## config.mk

```make
export PLATFORM = sky130hd
export DESIGN_NAME = lsnn_scheduler
export DESIGN_NICKNAME = d
export VERILOG_FILES = /design/src/rtl/lsnn_scheduler.sv
export SDC_FILE = /design/constraint.sdc
export NUM_CORES = 1
export LEC_CHECK = 0
export ABC_AREA = 0
export CAP_MARGIN = 15
export CORE_AREA = 2 2 137 139
export DETAILED_ROUTE_END_ITERATION = 10
export DIE_AREA = 0 0 139 141
export PLACE_DENSITY_LB_ADDON = 0.3
export SYNTH_ARGS = -nofsm -noshare
export SYNTH_HDL_FRONTEND = slang
export SYNTH_SLANG_ARGS = --single-unit
```

## constraint.sdc

```tcl
create_clock -name clk -period 7.9 [get_ports clk]
set_input_delay 1.975 -clock clk [delete_from_list [all_inputs] [get_ports clk]]
set_output_delay 1.975 -clock clk [all_outputs]
set_load 0.005 [all_outputs]
```

## src/rtl/lsnn_scheduler.sv

```systemverilog
// Time-multiplexed adaptive (LSNN-style) neuron updater: N_NEURONS virtual neurons share one
// four-stage datapath. Define LSNN_REFRACTORY_EN to add a 2-bit refractory counter per neuron.
module lsnn_scheduler #(
    parameter int unsigned N_NEURONS = 4,
    parameter int unsigned ALPHA     = 8,
    parameter int unsigned B0        = 8,
    localparam int unsigned IdxW     = (N_NEURONS > 1) ? $clog2(N_NEURONS) : 1
) (
    input  logic            clk,
    input  logic            rst_n,
    input  logic            in_valid,
    output logic            in_ready,
    input  logic [IdxW-1:0] in_idx,
    input  logic [7:0]      in_current,
    output logic            spike_valid,
    output logic [IdxW-1:0] spike_idx,
    output logic            spike,
    output logic [7:0]      threshold_out,
    output logic            busy
);

    localparam logic [7:0] AlphaV = 8'(ALPHA);
    localparam logic [7:0] B0V    = 8'(B0);

    typedef enum logic [1:0] {StIdle, StLoad, StUpdate, StWrite} state_e;

    state_e fsm_q, fsm_d;

    logic load_en, upd_en, wr_en, accept, idx_ok;

    // Per-neuron storage
    logic [7:0] st_mem [N_NEURONS];
    logic [7:0] ad_mem [N_NEURONS];

    // Transaction pipeline registers
    logic [IdxW-1:0] idx_q;
    logic [7:0]      cur_q;
    logic [7:0]      st_q, ad_q, thr_q;
    logic [7:0]      new_st_q, new_ad_q;
    logic            new_spike_q;

    logic            spike_valid_q, spike_q;
    logic [IdxW-1:0] spike_idx_q;
    logic [7:0]      thr_out_q;

    // Combinational load / update results
    logic [7:0] ld_st, ld_ad, ld_thr;
    logic [8:0] thr9;
    logic [8:0] sum9, grow9;
    logic [7:0] upd_st, upd_ad;
    logic       fire;

`ifdef LSNN_REFRACTORY_EN
    logic [1:0] rf_mem [N_NEURONS];
    logic [1:0] rf_q, new_rf_q, ld_rf, upd_rf;
`endif

    assign accept = in_valid && in_ready;
    assign idx_ok = (32'(idx_q) < N_NEURONS);

    // ------------------------------------------------------------------
    // FSM: state register
    // ------------------------------------------------------------------
    always_ff @(posedge clk) begin
        if (rst_n) begin
            fsm_q <= StIdle;
        end else begin
            fsm_q <= fsm_d;
        end
    end

    // FSM: next state
    always_comb begin
        fsm_d = fsm_q;
        unique case (fsm_q)
            StIdle:   if (accept) fsm_d = StLoad;
            StLoad:   fsm_d = StUpdate;
            StUpdate: fsm_d = StWrite;
            StWrite:  fsm_d = StIdle;
            default:  fsm_d = StIdle;
        endcase
    end

    // FSM: outputs and stage enables; in_ready is held low while reset is asserted
    always_comb begin
        in_ready = 1'b0;
        busy     = 1'b1;
        load_en  = 1'b0;
        upd_en   = 1'b0;
        wr_en    = 1'b0;
        unique case (fsm_q)
            StIdle: begin
                busy     = 1'b0;
                in_ready = !rst_n;
            end
            StLoad:   load_en = 1'b1;
            StUpdate: upd_en  = 1'b1;
            StWrite:  wr_en   = 1'b1;
            default:  busy    = 1'b1;
        endcase
    end

    // ------------------------------------------------------------------
    // LOAD stage: fetch neuron storage, form saturated threshold
    // ------------------------------------------------------------------
    always_comb begin
        ld_st = '0;
        ld_ad = '0;
`ifdef LSNN_REFRACTORY_EN
        ld_rf = '0;
`endif
        if (idx_ok) begin
            ld_st = st_mem[idx_q];
            ld_ad = ad_mem[idx_q];
`ifdef LSNN_REFRACTORY_EN
            ld_rf = rf_mem[idx_q];
`endif
        end
        thr9 = 9'(ld_ad) + 9'(B0V);
        if (!idx_ok) begin
            ld_thr = '0;
        end else if (thr9[8]) begin
            ld_thr = 8'hFF;
        end else begin
            ld_thr = thr9[7:0];
        end
    end

    // ------------------------------------------------------------------
    // UPDATE stage: leaky integrate, fire, adapt
    // ------------------------------------------------------------------
    always_comb begin
        sum9   = 9'(cur_q) + 9'(st_q >> 1);
        upd_st = sum9[8] ? 8'hFF : sum9[7:0];
        // Out-of-range requests never fire, even though their threshold reads as zero
        fire   = idx_ok && (upd_st >= thr_q);
`ifdef LSNN_REFRACTORY_EN
        upd_rf = rf_q;
        if (rf_q != 2'd0) begin
            fire   = 1'b0;
            upd_rf = rf_q - 2'd1;
            upd_st = '0;
        end else if (fire) begin
            upd_rf = 2'd2;
            upd_st = '0;
        end
`endif
        grow9 = 9'(ad_q) + 9'(ad_q >> 2);
        if (fire) begin
            upd_ad = grow9[8] ? 8'hFF : grow9[7:0];
        end else begin
            upd_ad = (ad_q >> 1) + (ad_q >> 2);
        end
    end

    // ------------------------------------------------------------------
    // Datapath registers, storage and reported result
    // ------------------------------------------------------------------
    always_ff @(posedge clk) begin
        if (rst_n) begin
            for (int i = 0; i < int'(N_NEURONS); i++) begin
                st_mem[i] <= '0;
                ad_mem[i] <= AlphaV;
`ifdef LSNN_REFRACTORY_EN
                rf_mem[i] <= '0;
`endif
            end
            idx_q         <= '0;
            cur_q         <= '0;
            st_q          <= '0;
            ad_q          <= '0;
            thr_q         <= '0;
            new_st_q      <= '0;
            new_ad_q      <= '0;
            new_spike_q   <= 1'b0;
`ifdef LSNN_REFRACTORY_EN
            rf_q          <= '0;
            new_rf_q      <= '0;
`endif
            spike_valid_q <= 1'b0;
            spike_q       <= 1'b0;
            spike_idx_q   <= '0;
            thr_out_q     <= '0;
        end else begin
            spike_valid_q <= 1'b0;
            if (accept) begin
                idx_q <= in_idx;
                cur_q <= in_current;
            end
            if (load_en) begin
                st_q  <= ld_st;
                ad_q  <= ld_ad;
                thr_q <= ld_thr;
`ifdef LSNN_REFRACTORY_EN
                rf_q  <= ld_rf;
`endif
            end
            if (upd_en) begin
                new_st_q    <= upd_st;
                new_ad_q    <= upd_ad;
                new_spike_q <= fire;
`ifdef LSNN_REFRACTORY_EN
                new_rf_q    <= upd_rf;
`endif
            end
            if (wr_en) begin
                if (idx_ok) begin
                    st_mem[idx_q] <= new_st_q;
                    ad_mem[idx_q] <= new_ad_q;
`ifdef LSNN_REFRACTORY_EN
                    rf_mem[idx_q] <= new_rf_q;
`endif
                end
                spike_valid_q <= 1'b1;
                spike_q       <= new_spike_q;
                spike_idx_q   <= idx_q;
                thr_out_q     <= thr_q;
            end
        end
    end

    assign spike_valid   = spike_valid_q;
    assign spike         = spike_q;
    assign spike_idx     = spike_idx_q;
    assign threshold_out = thr_out_q;

endmodule

```

==> parameters.txt <==
Parameter                              Value

Timing
  Final Slew Violations ... 0
  Setup-failing EPs final ... 0
  Fmax ... 0.214 GHz
  Tightest Pin Transition ... 1.11 ns
  Setup Skew ... 0.00935 ns
  Unrepaired setup endpoints after global routing ... no
  Relative slew margins ... 26.0%
  Final worst-path setup slack ... 3.23 ns
  Final setup TNS ... 0 ns
  Total count of hold-check failures in the final report ... 0
  Final-layout worst hold slack ... 0.489 ns
  Share of the clock period used by the worst path after layout ... 59.1%
  Minimum clock period ... 4.67 ns

Route
  Post-detailed-route DRC marker count ... 0
  Routed wire length per instance ... 16.9 um
  Overall routed net length ... 14,200 um
  DRC marker count from the first detailed-route iteration ... 273
  Number of search-and-repair iterations in the first detailed-routing pass ... 4
  Overall via count from detail_route ... 4,329
  Via count normalized by instance count ... 5.14
  Antenna viol nets, final ... 0

Logic synthesis
  Post-synthesis cell type count ... 53
  Xor and xnor fraction of the mapped netlist area ... 1.26%
  Sequential cell area fraction in the yosys report ... 49.7%
  Total of flip-flops plus latches after synthesis ... 125
  Post-Syn Nets ... 624
  Synthesized area ... 0.00625 mm2
  Most instantiated flip-flop cell in the synthesis netlist ... dfxtp_1
  Largest family of logic cells by synthesized area ... simple AND/OR/NAND/NOR gates
  Synth Area in Adders ... 7.77%
  Share of synthesized cell area in and, or, nand and nor gates ... 18.0%
  Number of warnings reported in the yosys synthesis log ... 0
  Mux cell area share after synthesis ... 9.91%
  Async SR Flop Fraction ... 0%
  EDFF count, synth ... 60
  Average size of a mapped cell ... 10.9 um2
  Synth Instances ... 574
  Fraction of the mapped netlist area in compound gates ... 10.0%

Global routing
  Number of global-route vias before repair ... 4,383
  Wire length of the first global-routing pass ... 23,200 um
  Total global routing overflow ... 0
  Number of antenna violations at the first check in global routing ... 0
  Largest net degree at the start of global routing ... 70
  Tot GR Track Use ... 15.0%

Floorplanning
  Floorplan Core Area ... 0.0183 mm2
  Effective utilization at floorplan ... 34.2%
  Horizontal die dimension ... 139 um
  Die extent in y ... 141 um
  Number of cell rows ... 50
  Top-level I/O count ... 27
  Area of the die ... 0.0196 mm2

Cells and area
  Layout cells sized above 1 ... 10.2%
  Post-route standard cell area excluding fillers ... 0.00736 mm2
  Antenna Cells ... 0
  Post-Layout Cell Count ... 843
  Final core utilization ... 40.3%
  Area added between synthesis and finish ... 17.9%
  Final Net Count ... 646

CTS
  Root buffer cell ... clkbuf_16
  Number of buffers on the longest clock path ... 2
  Number of clock buffers inserted by TritonCTS ... 17
  Source-to-sink clock delay at the later pin of the worst-skew pair ... 0.41 ns
  Clock edge transition at the registers on the reported setup and hold paths ... 0.06 ns
  Buffer count from post-CTS setup fixing ... 0
  Number of clock sinks seen by CTS ... 125
  CTS tree ... done
  Post-CTS sizing ... 0
  Number of levels the H-tree was split into ... 4
  Post-cts hold buffer count ... 0

Placement
  Cell area after placement ... 0.00672 mm2
  Final estimated routing congestion in global placement ... 0.791
  Number of cells in the design after placement ... 811
  Final HPWL DP ... 9590 um
  Setup Slack @ Placement ... 3.23 ns
  Port Buf Inserts ... 26

Setup path
  CP max FO ... 2
  CP Data Arrival Time ... 2.69 ns
  Data required time at the worst endpoint ... 5.93 ns
  Element type at the critical path start ... input port
  Crit. End Element ... output port
  Crit path kind ... input port to output port

Power
  Overall Power ... 2.39 mW
  Static leakage ... 2.77 nW
  Maximum vdd drop ... 0.000227 V
  Power per unit of standard cell area ... 324 mW/mm2

Run status
  Outcome ... finished, final reports clean

Run
  Max-capacitance violation count ... 0

Worst hold path
  Path category of the worst min-delay check ... register to register
cell usage in the layout (no fill, tap or decap), types with 7 or more instances in the layout:
master and count:
mux4_2 15, nand2_1 25, a311oi_1 9, nand2b_1 25, o21ai_0 21, xnor2_1 7
and2_1 55, dfxtp_1 65, inv_1 26, a21o_1 8, clkdlybuf4s50_1 25, ha_1 34
clkbuf_16 17, a21oi_1 14, nor2_1 67, edfxtp_1 60, a211oi_1 10, mux2i_1 27
nor3_1 14
per-layer routing:
metal,wire length (um),share of wire [%],vias to the layer above,global-route usage [%]
met5,0,0,-,0
met4,190,1.3,0,5.48
met3,435,3.1,13,2.58
met2,7120,50,84,25.5
met1,6500,46,2125,19.2
li1,-,-,2107,-
layout make-up:
type	count	area, um2
fill	1729	10900
sequential	125	3100
multi-input combinational	395	2930
clock buffer	17	425
timing repair buffer	31	293
tap	234	293
clock inverter	15	219
inverter	26	97.6
state kept, by name, indices dropped and copies added (netlist names), named ones only:
register	flops
fsm_q	2
thr_q	8
spike	1
idx_q	2
new_st_q	7
ad_q	8
cur_q	8
st_q	7
threshold_out	8
spike_idx	2
new_spike_q	1
new_ad_q	8
st_mem	28
ad_mem	32
spike_valid	1
cell families (layout without fill, tap and decap cells):
logic type / Yosys count / count (layout)
simple gates: 216 / 216
flops: 125 / 125
compound gates: 90 / 90
buf+inv: 54 / 89
mux: 43 / 43
fa+ha+maj: 37 / 37
xor+xnor: 9 / 9
critical path: stages:
cell and delay (ns):
buf_2 0.10, nor2_1 0.10, clkdlybuf4s50_1 0.51
where the power goes:
part	leakage (nW)	switching [mW]	total (mW)	internal, mW
registers	1.14	0.104	0.872	0.768
logic	1.32	0.385	0.673	0.288
clock network	0.311	0.283	0.843	0.559
total	2.77	0.773	2.39	1.61
path summary, 6_finish.rpt:
path,startpoint,to,slack [ns],cells after the start
worst min-delay path,new_spike_q,new_spike_q,0.49,2
worst min register to register,new_spike_q,new_spike_q,0.49,2
worst max-delay path,rst_n,in_ready,3.23,3
worst max register to register,cur_q[0],new_ad_q[6],3.64,12
cell usage after synthesis (3+ instances only):
cell type / count / area share, %
xnor2_1: 7 / 0.98
and2_1: 55 / 5.5
a21o_1: 8 / 0.96
nand2b_1: 25 / 2.5
a211oi_1: 10 / 1.2
a311oi_1: 9 / 1.3
nand3_1: 4 / 0.32
o32ai_1: 6 / 0.84
buf_2: 3 / 0.24
nor3b_1: 6 / 0.72
or2_2: 5 / 0.50
clkbuf_1: 21 / 1.3
a21oi_1: 14 / 1.1
nor2b_1: 3 / 0.30
edfxtp_1: 60 / 29
mux4_2: 15 / 5.4
ha_1: 34 / 6.8
nand2_1: 25 / 1.5
nor3_1: 14 / 1.1
nor2_1: 67 / 4.0
dfxtp_1: 65 / 21
mux2i_1: 27 / 4.3
o21ai_0: 21 / 1.7
fa_1: 3 / 0.96
inv_1: 26 / 1.6
Power figures use the tool's default switching activity.
